`src/rtl/bcd2bin_seq.sv`:
```
// bcd2bin_seq: sequential BCD-to-binary converter (reverse double-dabble).
// Converts one bit per clock and uses a start/done handshake.
// It flags invalid digits (Error) and results too wide for BIN_W bits (Overflow).
// Optional build macro: BCD2BIN_SAT_EN. When it is defined, an overflowing
// result saturates to all ones. When it is undefined, the result wraps modulo 2**BIN_W.
module bcd2bin_seq #(
  parameter int DIGITS = 4,
  parameter int BIN_W  = 12
) (
  input  logic                  clk,
  input  logic                  rst,
  input  logic                  Start,
  input  logic [4*DIGITS-1:0]   BCD,
  output logic                  Ready,
  output logic                  Busy,
  output logic                  Done,
  output logic [BIN_W-1:0]      Binary,
  output logic                  Error,
  output logic                  Overflow
);

  localparam int W  = 4 * DIGITS;
  localparam int CW = $clog2(W);

  typedef enum logic [1:0] {
    S_IDLE,
    S_CHECK,
    S_SHIFT,
    S_DONE
  } state_t;

  state_t          state, state_nx;
  logic [W-1:0]    sreg, acc;
  logic [W-1:0]    sreg_nx, acc_nx;
  logic [CW-1:0]   cnt;
  logic            load;
  logic            bad;
  logic            last;
  logic            ovf_nx;
  logic [BIN_W-1:0] bin_nx;

  assign last = (cnt == CW'(W - 1));

  // One reverse double-dabble step, plus detection of invalid digits in the captured word
  always_comb begin
    acc_nx  = {sreg[0], acc[W-1:1]};
    sreg_nx = {1'b0, sreg[W-1:1]};
    bad     = 1'b0;
    for (int unsigned i = 0; i < DIGITS; i++) begin
      if (sreg_nx[4*i +: 4] >= 4'd8)
        sreg_nx[4*i +: 4] = sreg_nx[4*i +: 4] - 4'd3;
      if (sreg[4*i +: 4] > 4'd9)
        bad = 1'b1;
    end
  end

  // The result window and overflow bits depend on whether BIN_W covers the accumulator
  generate
    if (BIN_W < W) begin : g_narrow
      assign ovf_nx = |acc_nx[W-1:BIN_W];
      assign bin_nx = acc_nx[BIN_W-1:0];
    end else begin : g_wide
      assign ovf_nx = 1'b0;
      assign bin_nx = BIN_W'(acc_nx);
    end
  endgenerate

  // State register
  always_ff @(posedge clk) begin
    if (rst)
      state <= S_IDLE;
    else
      state <= state_nx;
  end

  // Next-state logic and handshake outputs
  always_comb begin
    state_nx = state;
    Ready    = 1'b0;
    Busy     = 1'b0;
    Done     = 1'b0;
    load     = 1'b0;
    case (state)
      S_IDLE: begin
        Ready = 1'b1;
        if (Start) begin
          load     = 1'b1;
          state_nx = S_CHECK;
        end
      end
      S_CHECK: begin
        Busy     = 1'b1;
        state_nx = bad ? S_DONE : S_SHIFT;
      end
      S_SHIFT: begin
        Busy = 1'b1;
        if (last)
          state_nx = S_DONE;
      end
      S_DONE: begin
        Done  = 1'b1;
        Ready = 1'b1;
        if (Start) begin
          load     = 1'b1;
          state_nx = S_CHECK;
        end else begin
          state_nx = S_IDLE;
        end
      end
      default: state_nx = S_IDLE;
    endcase
  end

  // Datapath: capture, shift, and result registers.
  // The valid path does not clear Error/Overflow in CHECK. They are written only on
  // the edge entering DONE, so results stay stable until the next DONE entry. The
  // final values are identical either way.
  always_ff @(posedge clk) begin
    if (rst) begin
      sreg     <= '0;
      acc      <= '0;
      cnt      <= '0;
      Binary   <= '0;
      Error    <= 1'b0;
      Overflow <= 1'b0;
    end else begin
      if (load) begin
        sreg <= BCD;
        acc  <= '0;
      end
      case (state)
        S_CHECK: begin
          cnt <= '0;
          if (bad) begin
            Binary   <= '1;
            Error    <= 1'b1;
            Overflow <= 1'b0;
          end
        end
        S_SHIFT: begin
          sreg <= sreg_nx;
          acc  <= acc_nx;
          cnt  <= cnt + 1'b1;
          if (last) begin
            Error    <= 1'b0;
            Overflow <= ovf_nx;
`ifdef BCD2BIN_SAT_EN
            Binary   <= ovf_nx ? '1 : bin_nx;
`else
            Binary   <= bin_nx;
`endif
          end
        end
        default: ;
      endcase
    end
  end

endmodule

```
`config.mk`:
```
export PLATFORM = sky130hd
export DESIGN_NAME = bcd2bin_seq
export DESIGN_NICKNAME = d
export VERILOG_FILES = /design/src/rtl/bcd2bin_seq.sv
export SDC_FILE = /design/constraint.sdc
export NUM_CORES = 1
export LEC_CHECK = 0
export ABC_AREA = 1
export CAP_MARGIN = 0
export CORE_ASPECT_RATIO = 0.75
export CORE_UTILIZATION = 31
export DETAILED_ROUTE_END_ITERATION = 6
export PLACE_DENSITY = 0.54
export SYNTH_ARGS = -nofsm -noshare
export SYNTH_HDL_FRONTEND = slang
export SYNTH_SLANG_ARGS = --single-unit
```
`constraint.sdc`:
```
create_clock -name clk -period 2.95 [get_ports clk]
set_clock_uncertainty 0.05 [all_clocks]
set_input_delay 0.295 -clock clk [delete_from_list [all_inputs] [get_ports clk]]
set_output_delay 0.295 -clock clk [all_outputs]
set_load 0.05 [all_outputs]
```
==> impl_metrics.py <==
metrics = {
    "cells_and_area": {
        "stdcell_area_sq_um": 3120,
        "syn2layout_area_growth_pct": 19.79,
        "diodes": 0,
        "final_util_pct": 38.90,
        "drive_gt1_share_pct": 10.73,
        "fin_nets": 412,
    },
    "detailed_routing": {
        "viasPerCell": 4.663,
        "drc": 0,
        "ant_nets": 0,
        "vias": 2271,
        "wl_per_cell_um": 11.88,
        "drt_first_pass_iters": 4,
        "wirelength_um": 5784,
        "drt_iter0_drc": 123,
    },
    "worst_setup_path": {
        "worstPathMaxFanout": 7,
        "cp_cell_sequence": "inv_1 > ha_1 > inv_2 > clkdlybuf4s50_1",
        "worstPathArrival_ns": 2.13,
        "r2r-start": "state[1]$_SDFFE_PP0P_",
        "path_class": "reg -> out",
        "cp.required_ns": 2.61,
        "cp_slowest_stage_delay_ns": 0.82,
        "critPathBufInv": 3,
        "r2r_end": "sreg[14]$_SDFFE_PP0P_",
        "cp_top_family": "buffers and inverters",
        "r2r_cells": 9,
        "critPathSlowestCell": "clkdlybuf4s50_1",
        "endpoint_kind": "output port",
        "start_kind": "register",
        "rrSetupSlack_ns": 0.91,
    },
    "worst_hold_path": {
        "worstHoldStart": "acc[12]$_SDFFE_PP0P_",
        "min_path_type": "reg -> reg",
        "min_to": "acc[12]$_SDFFE_PP0P_",
        "whs_path_depth": 2,
    },
    "clocking": {
        "cts_hold_buf": 0,
        "ctsRootBufferMaster": "clkbuf_8",
        "clock_sinks": 51,
        "cts_buffer_depth": 2,
        "worstSkewPairLatency_ns": 0.31,
        "cts.repair.resized": 0,
        "cts_tree": "done",
        "numCtsBuffers": 5,
        "h-tree-depth": 2,
        "cts_setup_buffers": 0,
        "clkTransAtPathRegs_ns": 0.10,
    },
    "die": {
        "die_area_sq_um": 8778,
        "initial_core_util_pct": 32.47,
        "core_sq_um": 8023,
        "rows": 28,
        "pin_count": 36,
        "die_width_um": 107.9,
        "fp.dieH_um": 81.39,
    },
    "timing": {
        "setup_viol": 0,
        "fin_ws_ns": 0.4742,
        "hold_viol": 0,
        "finalCriticalPeriod_ns": 2.476,
        "holdWs_ns": 0.4193,
        "max_freq_mhz": 403.9,
        "worstMarginPinSlew_ns": 0.4993,
        "maxSlewViolCount": 0,
        "grt_setup_unrepaired": "false",
        "tns_ns": 0,
        "min_period_over_period_pct": 83.93,
        "relSlewSlack_pct": 66.61,
    },
    "global_route": {
        "grt_pass1_wl_um": 9763,
        "first_global_vias": 2124,
        "gr-usage-all-layers_pct": 14.24,
        "grt_max_degree": 37,
        "antenna_found_initial": 0,
        "grt_overflow_total": 0,
    },
    "synthesis": {
        "synth_common_cells": "dfxtp_1, nand2_1, inv_1",
        "async_flop_share_pct": 0,
        "yosysMostFrequentCell": "dfxtp_1",
        "synth_flop_cell": "dfxtp_1",
        "synth_nets": 383,
        "synth_seq_cells": 51,
        "synth_edf_count": 0,
        "synth_top_area_share_pct": 39.19,
        "synth_top_cell_by_area": "dfxtp_1",
        "synth_warnings": 0,
        "synth_area_per_cell_sq_um": 7.401,
        "syn_area_sq_um": 2605,
        "synth_area_leaders": "dfxtp_1, a21oi_1, nand2_1",
        "ys_seq_area_share_pct": 39.19,
        "synthCells": 352,
        "synthDistinctLibCells": 31,
    },
    "placed_design": {
        "post-place-ws_ns": 0.8092,
        "place_congestion": 0.7474,
        "dp_hpwl_um": 3881,
        "dpl-instance-area_sq_um": 3003,
        "numPortBuffers": 35,
    },
    "power_and_ir_drop": {
        "ir_drop_mv": 0.7550,
        "p_per_area_nw_per_um2": 1203,
        "p_leak_nw": 1.312,
    },
    "run_status": {
        "outcome": "finished clean",
    },
    "run": {
        "drv_cap": 0,
    },
}
-- through the flow --
step           std cells  power [W]
2_1_floorplan        352   0.002839
3_3_place_gp         479   0.003244
3_5_place_dp         479   0.003259
4_1_cts              487   0.003796
5_1_grt              487   0.004081
6_report             487   0.003753
-- placed cells by master (no fill, tap or decap), types with 10 or more instances in the layout --
cell | netlist | routed
a21oi_1 | 35 | 35
o21ai_0 | 25 | 25
nor3_1 | 21 | 21
nand2_1 | 44 | 44
nand2_2 | 10 | 10
nand4_1 | 14 | 14
ha_1 | 12 | 12
nor2_1 | 40 | 40
clkdlybuf4s50_1 | 0 | 35
dfxtp_1 | 51 | 51
inv_1 | 43 | 43
-- kinds of logic after synthesis --
kind of cell,after synthesis,share of synthesized area (%)
flip-flops,51,39.19
buffers and inverters,68,11.96
XOR/XNOR,3,1.009
AND/OR/NAND/NOR,145,27.38
adder cells (fa/ha/maj),12,5.764
AO/OA/AOI/OAI,73,14.70
-- worst register-to-register path: stages, from the launching register on --
cell and delay [ns]:
dfxtp_1 0.39, inv_1 0.09, ha_1 0.40, inv_2 0.10, nand2_4 0.23, inv_2 0.13
nor2_8 0.19, inv_4 0.12, o21ai_0 0.17, a31oi_1 0.05
-- how the worst max path moves through the flow --
stage,from,end,slack (ns),cells after the start
CTS,state[0]$_SDFFE_PP0P_,Ready,0.46,4
finish,state[0]$_SDFFE_PP0P_,Ready,0.47,4
global route,state[0]$_SDFFE_PP0P_,Ready,0.38,4
global placement,state[0]$_SDFFE_PP0P_,Ready,0.84,4
floorplan,state[0]$_SDFFE_PP0P_,sreg[2]$_SDFFE_PP0P_,0.75,10
detailed placement,state[0]$_SDFFE_PP0P_,Ready,0.81,4
-- report_power, final --
group | leakage [nW] | internal [W] | switching [W]
sequential | 0.419 | 0.000942 | 0.000176
clock | 0.0612 | 0.000275 | 0.000240
combinational | 0.831 | 0.000687 | 0.00143
total | 1.31 | 0.00190 | 0.00185
-- layout make-up --
class                   count  area (sq um)
clock inverters             2         35.03
inverters                  50         190.2
repair buffers             40         387.9
fillers                   854          4902
clock buffers               6         82.58
flip-flops and latches     51          1021
multi-input cells         233          1272
well taps                 105         131.4
-- routing by layer --
layer	routed length, um	vias up	GRT usage [%]
met2	2501	38	22.88
met3	247	4	2.889
met5	0	-	0
li1	-	1207	-
met1	2988	1022	18.85
met4	46	0	5.342
-- state kept, by name (all words and copies together) (netlist names) --
signal    cells
sreg         16
Overflow      1
state         2
Error         1
cnt           4
Binary       12
acc          15
(Power assumes the default switching activity.)
